File: src/rtl/dump_seq_pkg.sv
// Shared types and address map constants for the per-channel state dump sequencer.
package dump_seq_pkg;

  typedef enum logic [2:0] {
    StIdle,
    StIssue,
    StLatch,
    StWrite,
    StDone
  } state_e;

  localparam int unsigned ChW      = 5;
  localparam int unsigned WordW    = 5;
  localparam int unsigned AccW     = 4;
  localparam int unsigned MemAddrW = ChW + WordW;

  localparam logic [WordW-1:0] FirstFixedAddr = 5'd6;
  localparam logic [WordW-1:0] LastFixedAddr  = 5'd15;
  localparam logic [WordW-1:0] SkipAddr       = 5'd14;
  localparam logic [WordW-1:0] AccBaseAddr    = 5'd16;

  // Address of the final accumulator word; only meaningful for n >= 1.
  function automatic logic [WordW-1:0] acc_last_addr(input logic [AccW-1:0] n);
    return AccBaseAddr + WordW'(n) - 5'd1;
  endfunction

endpackage

File: src/rtl/dump_addr_gen.sv
// Next word address and last-word flag for the dump walk: 6..13, 15, then 16..16+n-1.
module dump_addr_gen
  import dump_seq_pkg::*;
(
  input  logic [WordW-1:0] cur_addr,
  input  logic [AccW-1:0]  acc_words,
  output logic [WordW-1:0] next_addr,
  output logic             last_word
);

  always_comb begin
    next_addr = cur_addr + 5'd1;
    if (cur_addr == SkipAddr - 5'd1) begin
      next_addr = LastFixedAddr;
    end
  end

  always_comb begin
    if (acc_words == '0) begin
      last_word = (cur_addr == LastFixedAddr);
    end else begin
      last_word = (cur_addr == acc_last_addr(acc_words));
    end
  end

endmodule

File: src/rtl/dump_sequencer.sv
// Walks a channel's state words through the state mux and writes each one to memory,
// one word at a time, with a request/ack/done handshake to the requester.
module dump_sequencer
  import dump_seq_pkg::*;
#(
  parameter int unsigned ACC_MAX = 15
) (
  input  logic                clk,
  input  logic                rst,
  input  logic                dump_req,
  input  logic [ChW-1:0]      dump_ch,
  input  logic [AccW-1:0]     acc_words,
  output logic                dump_ack,
  output logic                dump_busy,
  output logic                dump_done,
  output logic [WordW-1:0]    state_addr,
  input  logic [31:0]         state_d4wt,
  output logic                mem_we,
  output logic [MemAddrW-1:0] mem_addr,
  output logic [31:0]         mem_wdata,
  input  logic                mem_ready
);

  localparam int unsigned AccMaxEff = (ACC_MAX > 15) ? 15 : ACC_MAX;
  localparam logic [AccW-1:0] AccMax = AccW'(AccMaxEff);

  state_e state_q, state_d;

  logic [ChW-1:0]      ch_q, ch_d;
  logic [AccW-1:0]     acc_q, acc_d;
  logic [WordW-1:0]    state_addr_d;
  logic                mem_we_d;
  logic [MemAddrW-1:0] mem_addr_d;
  logic [31:0]         mem_wdata_d;
  logic                dump_ack_d, dump_busy_d, dump_done_d;

  logic [WordW-1:0] next_addr;
  logic             last_word;

  dump_addr_gen u_addr_gen (
    .cur_addr  (state_addr),
    .acc_words (acc_q),
    .next_addr (next_addr),
    .last_word (last_word)
  );

  always_ff @(posedge clk) begin
    if (rst) begin
      state_q    <= StIdle;
      ch_q       <= '0;
      acc_q      <= '0;
      state_addr <= '0;
      mem_we     <= 1'b0;
      mem_addr   <= '0;
      mem_wdata  <= '0;
      dump_ack   <= 1'b0;
      dump_busy  <= 1'b0;
      dump_done  <= 1'b0;
    end else begin
      state_q    <= state_d;
      ch_q       <= ch_d;
      acc_q      <= acc_d;
      state_addr <= state_addr_d;
      mem_we     <= mem_we_d;
      mem_addr   <= mem_addr_d;
      mem_wdata  <= mem_wdata_d;
      dump_ack   <= dump_ack_d;
      dump_busy  <= dump_busy_d;
      dump_done  <= dump_done_d;
    end
  end

  always_comb begin
    state_d = state_q;
    unique case (state_q)
      StIdle:  if (dump_req) state_d = StIssue;
      StIssue: state_d = StLatch;
      StLatch: state_d = StWrite;
      StWrite: if (mem_ready) state_d = last_word ? StDone : StIssue;
      StDone:  state_d = StIdle;
      default: state_d = StIdle;
    endcase
  end

  always_comb begin
    ch_d         = ch_q;
    acc_d        = acc_q;
    state_addr_d = state_addr;
    mem_we_d     = mem_we;
    mem_addr_d   = mem_addr;
    mem_wdata_d  = mem_wdata;
    dump_ack_d   = 1'b0;
    dump_busy_d  = dump_busy;
    dump_done_d  = 1'b0;
    unique case (state_q)
      StIdle: begin
        if (dump_req) begin
          ch_d         = dump_ch;
          acc_d        = (acc_words > AccMax) ? AccMax : acc_words;
          state_addr_d = FirstFixedAddr;
          dump_ack_d   = 1'b1;
          dump_busy_d  = 1'b1;
        end
      end
      StLatch: begin
        // Mux data is registered, so it is valid here, one cycle after ISSUE.
        mem_wdata_d = state_d4wt;
        mem_addr_d  = {ch_q, state_addr};
        mem_we_d    = 1'b1;
      end
      StWrite: begin
        if (mem_ready) begin
          mem_we_d = 1'b0;
          if (last_word) begin
            dump_done_d = 1'b1;
          end else begin
            state_addr_d = next_addr;
          end
        end
      end
      StDone: dump_busy_d = 1'b0;
      default: ;
    endcase
  end

endmodule

File: config.mk
export PLATFORM = sky130hd
export DESIGN_NAME = dump_sequencer
export DESIGN_NICKNAME = d
export VERILOG_FILES = /design/src/rtl/dump_seq_pkg.sv /design/src/rtl/dump_addr_gen.sv /design/src/rtl/dump_sequencer.sv
export SDC_FILE = /design/constraint.sdc
export NUM_CORES = 1
export LEC_CHECK = 0
export ABC_AREA = 1
export BUFFER_PORTS_ARGS = -buffer_cell sky130_fd_sc_hd__buf_2
export CAP_MARGIN = 20
export CORE_ASPECT_RATIO = 0.6
export CORE_UTILIZATION = 52
export CTS_CLUSTER_SIZE = 28
export DETAILED_ROUTE_END_ITERATION = 7
export GPL_TIMING_DRIVEN = 0
export PLACE_DENSITY_LB_ADDON = 0.25
export SLEW_MARGIN = 40
export SYNTH_ARGS = -nofsm -noshare
export SYNTH_HDL_FRONTEND = slang
export SYNTH_SLANG_ARGS = --single-unit
File: constraint.sdc
create_clock -name clk -period 2.5 [get_ports clk]
set_input_delay 0.375 -clock clk [delete_from_list [all_inputs] [get_ports clk]]
set_output_delay 0.375 -clock clk [all_outputs]
set_load 0.03 [all_outputs]
Word level (Yosys, flattened, before mapping)
Cells that the tools add are included.
{"block": "word_totals", "out_inout_bits": 51, "elab_cells": 56, "reg_bits": 63, "inputBits": 45}
{"block": "op_classes", "n_mux": 17, "eq_ne": 10, "n_bitwise": 3, "add_sub_neg": 3, "n_lt_le_gt_ge": 1, "n_reduce_logical": 12}
{"operator": "5-bit 2-to-1 mux", "count": 4}
{"operator": "3-bit case mux with 4 select lines", "count": 1}
{"operator": "5-bit by 4-bit == test with 1-bit output (second input constant)", "count": 2}
{"operator": "5-bit case mux with 2 select lines", "count": 1}
{"operator": "3-bit 2-to-1 mux", "count": 3}
{"operator": "2-bit AND reduction", "count": 4}
{"operator": "3-bit by 2-bit == test with 1-bit output (second input constant)", "count": 2}
{"operator": "2-bit != test (second input constant)", "count": 3}
{"operator": "2-bit nonzero test", "count": 3}
{"operator": "5-bit by 1-bit adder with 5-bit output (second input constant)", "count": 1}
{"operator": "5-bit by 4-bit adder with 5-bit output (first input constant)", "count": 1}
{"operator": "5-bit == test", "count": 1}
{"operator": "1-bit 2-to-1 mux", "count": 5}
{"operator": "5-bit by 1-bit subtractor with 5-bit output (second input constant)", "count": 1}
{"operator": "4-bit greater-than comparator (second input constant)", "count": 1}
{"operator": "4-bit zero test", "count": 1}
{"operator": "4-bit 2-to-1 mux", "count": 1}
{"operator": "1-bit case mux with 2 select lines", "count": 2}
{"operator": "4-bit AND reduction", "count": 1}
{"operator": "3-bit by 1-bit == test with 1-bit output (second input constant)", "count": 1}
{"operator": "3-bit == test (second input constant)", "count": 1}
{"operator": "3-bit zero test", "count": 1}
{"operator": "1-bit inverter", "count": 3}
{"operator": "3-bit OR reduction", "count": 1}
{"operator": "2-bit OR reduction", "count": 1}

Logic depth before layout (Yosys ltp)
{"block": "depth", "word_depth": 7, "depth_mapped": 14, "ltp_nobuf": 14}

Modules after synthesis
Synthesis repeated with hierarchy kept, for this count alone.
{"block": "hier_totals", "cells_unflattened": 343, "area_unflattened_um2": 2543.7}
{"mod": "dump_sequencer", "seq_area_each_um2": 1261.2, "area_each_um2": 2270.9, "cells_per_inst": 289, "n_inst": 1}
{"mod": "dump_addr_gen", "seq_area_each_um2": 0.0, "area_each_um2": 272.8, "cells_per_inst": 54, "n_inst": 1}

Worst setup path before layout
OpenSTA, ideal clock, no wires.
{"block": "synth_timing", "path_kind": "register to register", "start": "register acc_q[0]", "end": "register state_addr[0]", "required_time_ns": 2.387, "stages_incl_launch_ff": 12, "arrival_time_ns": 1.519, "n_path_buf": 0, "path_slack_ns": 0.868, "synth_period_minus_slack_ns": 1.632, "setup_time_ns": 0.113, "cell_sequence": "dfxtp_1 -> inv_1 -> ha_1 -> xnor2_1 -> nor2_1 -> nand2_1 -> nor2_1 -> nand3_2 -> nand2_2 -> inv_2 -> nor2_1 -> nor2_1"}
{"block": "synth_between", "elab_chain_cells": 6, "word_cells_on_any_way": 7, "classes_between": "add/sub: 2; eq/ne: 2; mux: 1; reduce/logical: 2"}
{"item": "from (decl)", "line_no": "dump_sequencer.sv:30", "rtl": "logic [AccW-1:0] acc_q, acc_d;"}
{"item": "from (signal assigned)", "line_no": "dump_sequencer.sv:51", "rtl": "acc_q <= '0;"}
{"item": "from (signal assigned)", "line_no": "dump_sequencer.sv:62", "rtl": "acc_q <= acc_d;"}
{"item": "5-bit by 4-bit adder with 5-bit output", "line_no": "dump_seq_pkg.sv:24", "rtl": "return AccBaseAddr + WordW'(n) - 5'd1;"}
{"item": "5-bit by 1-bit subtractor with 5-bit output", "line_no": "dump_seq_pkg.sv:24"}
{"item": "5-bit == test", "line_no": "dump_addr_gen.sv:22", "rtl": "last_word = (cur_addr == acc_last_addr(acc_words));"}
{"item": "1-bit 2-to-1 mux (*)", "line_no": "dump_addr_gen.sv:19", "rtl": "if (acc_words == '0) begin"}
{"item": "2-bit != test (no source line) (*)"}
{"item": "4-bit AND reduction (no source line) (*)"}
{"item": "to (signal assigned)", "line_no": "dump_sequencer.sv:63", "rtl": "state_addr <= state_addr_d;"}
{"item": "to (decl)", "line_no": "dump_sequencer.sv:16", "rtl": "output logic [WordW-1:0] state_addr,"}
Mark *: on every way between the ends. The rest lies on a longest branch, timed or not.
A chain may end at the register's enable or synchronous reset.

Worst setup path in the final report
{"block": "layout_timing", "start": "register acc_q[0]", "end": "register state_addr[4]"}
The elaborated chain is that of the path after synthesis.

==> run metrics <==
portion of the clock cycle consumed by the worst path in the final layout about three quarters; clock group share of total power 29.1%; setup repair after global routing missed its margin false; I/O Pins 96; crit-path max FO 8; Num Clock Sinks between 60 and 70; first-pass iteration count of the detailed router 5; Reg clk slew, reported paths ~0.070 ns; post-layout worst setup margin 0.640 ns; total setup buffers inserted after CTS 0; Synthesis Warnings 0; # setup viols final 0; hpwl dp 4.84 mm; worst-case clock buffer depth 2; Avg Inst Size Synth roughly 7.6 µm²; count leader, synth nand2_1; count of non-filler cells in the finished layout between 500 and 600; crit path kind reg -> reg; number of enable-type register cells in the synthesized netlist 0; number of maximum-capacitance constraint violations 0; Num CTS Buffers 9; Cell variety after synth 25; register share of total power between 40 and 50%; top post-synthesis cells by count 70 x nand2_1, 63 x dfxtp_1, 55 x nand3_1; Core Area about 4700 µm²; Placement Cell Area roughly 3100 µm²; detailed-route vias per instance just over 5; FF+latch count, synth 63; insertion delay to the later sink of the worst-skew pair approximately 0.35 ns; number of max-slew violations in the final report 0; remaining antenna violation count 0; Max Clock Skew a little over 0.008 ns; fraction of final layout cells with drive strength greater than 1 between 20% and 30%; global routing usage summed across all routing layers approximately 27%; total number of vias approximately 2,600; minimum clock period after layout between 1.5 and 2 ns; element type at the critical path start register; pin count of the biggest net entering global routing 11; buffers added on ports between 90 and 100; nature of the critical path endpoint register; switching portion of total power 36.1%; worst relative slew slack 61.3%; synthesized area between 2000 and 3000 µm²; share of flip-flops with an asynchronous set or reset after synthesis 0%; net count after synthesis roughly 400; Max IR drop VDD 0.000465 V; setup total negative slack 0 ns; sum of overflow across all layers after global routing 0; CTS Root Buffer Type clkbuf_8; fraction of the yosys area taken by sequential cells between 40% and 50%; Worst-Margin Slew between 0.5 and 0.6 ns; number of buffers added to fix hold violations after cts 0; synth-to-layout area growth 28.0%; DP Cell Count between 400 and 500; outcome completed; starting density of the core 55.3%; Detailed Route Iter0 Violations 160; fraction of synthesized cell area taken by the top area cell type roughly 49%; die boundary height 56.5 µm; H-tree depth 3; Resize count post-CTS 0; global-route wire length before repair around 11 mm; cell count after synthesis 341; required time at the worst-slack endpoint roughly 2.8 ns; Die Footprint approximately 5300 µm²; dominant register cell in the synthesized netlist dfxtp_1; DRC violations left 0; power density cells between 800 and 900 nW/µm²; Static Leak 1.50 nW; worst slack at placement ~0.69 ns; post-route cell area 3300 µm²; leading cell types by total area after synthesis dfxtp_1 49%, nand3_1 11%, a21oi_1 10%; maximum frequency from static timing analysis around 540 MHz; switching power of the nets roughly 0.00098 W; Post-Route WL roughly 6.7 mm; antenna violations before repair 0; data arrival time of the critical path about 2.1 ns; vias in the first global route roughly 2,300; combinational fraction of design power ~28%; Die X just over 90 µm; TritonCTS clock tree yes; routability-driven placement congestion ratio 0.827; Core Rows 19; final-report hold violation count 0; number of nets in the final layout around 490; antenna diode instance count 0; internal power consumption between 0.0015 and 0.002 W; area leader, netlist dfxtp_1; routed wire length per instance approximately 13 µm; worst hold path class in -> reg
==> power by group through the flow <==
stage               clock, W  combinational (W)  sequential, W
finish              0.000792           0.000753        0.00118
global route        0.000840           0.000828        0.00119
CTS                 0.000796           0.000748        0.00118
detailed placement         0           0.000743        0.00120
global placement           0           0.000729        0.00120
floorplan                  0           0.000391        0.00133
==> per-stage QoR <==
| stage | hold slack (ns) | power (W) | util [%] |
|---|---|---|---|
| finish | 0.288 | 0.00272 | 70.8 |
| global route | 0.287 | 0.00286 | 70.8 |
| CTS | 0.284 | 0.00272 | 70.8 |
| detailed placement | 0.439 | 0.00194 | 67.1 |
| global placement | 0.433 | 0.00193 | 67.1 |
| floorplan | 0.424 | 0.00172 | - |
==> placed cells by master (no fill, tap or decap), drive strengths merged <==
cell type / synthesis / layout
nand4: 1 / 1
nand3b: 1 / 1
nor3: 3 / 3
nand2: 74 / 74
ha: 3 / 3
xor2: 3 / 3
inv: 24 / 24
buf: 5 / 99
or2: 1 / 1
o21ai: 13 / 13
clkinv: 1 / 2
xnor2: 2 / 2
dfxtp: 63 / 63
a31oi: 1 / 1
nor2: 18 / 18
clkbuf: 17 / 28
clkinvlp: 0 / 2
a21oi: 55 / 55
nand3: 56 / 56
==> final timing paths <==
path	start	endpoint	slack (ns)	depth (start not counted)
min reg2reg	ch_q[2]$_SDFFE_PP0P_	ch_q[2]$_SDFFE_PP0P_	0.45	2
max reg2reg	acc_q[0]$_SDFFE_PP0P_	state_addr[4]$_SDFFE_PP0P_	0.64	11
min	state_d4wt[12]	mem_wdata[12]$_SDFFE_PP0P_	0.29	3
max	acc_q[0]$_SDFFE_PP0P_	state_addr[4]$_SDFFE_PP0P_	0.64	11
==> cell type report <==
class,count,area (µm²)
fillers,392,1360
flip-flops and latches,63,1260
clock inverters,3,20.0
plain buffers,22,88.8
repair buffers,94,470
well taps,63,78.8
inverters,25,93.8
multi-input cells,231,1130
clock buffers,11,151
==> flip-flops by register name, summed over array words and instances (netlist names), 3 cells and up <==
register    flops
ch_q            5
state_addr      5
state_q         3
mem_wdata      32
mem_addr       10
acc_q           4
==> critical path, stage by stage, from the launching register on <==
cell and delay (ns):
dfxtp_1 0.35, inv_1 0.09, ha_1 0.31, xnor2_1 0.13, nor2_1 0.12, nand2_1 0.06
nor2_1 0.15, nand3_2 0.21, nand2_2 0.13, inv_2 0.07, nor2_1 0.10, nor2_1 0.05
==> routing by layer <==
layer / GRT usage, % / vias to the layer above / share of wire, %
met5: 0 / - / 0
met4: 6.37 / 0 / 0.69
met3: 10.2 / 6 / 7.6
met2: 38.3 / 106 / 42
met1: 38.3 / 1199 / 50
li1: - / 1328 / -
==> logic make-up (layout without fill, tap and decap cells) <==
| group | Yosys count | count (layout) | share of synthesized area (%) |
|---|---|---|---|
| simple gates | 154 | 154 | 26.8 |
| compound gates | 69 | 69 | 14.0 |
| flops | 63 | 63 | 48.9 |
| buf+inv | 47 | 155 | 7.09 |
| xor+xnor | 5 | 5 | 1.70 |
| fa+ha+maj | 3 | 3 | 1.46 |
Power figures use the tool's default switching activity.
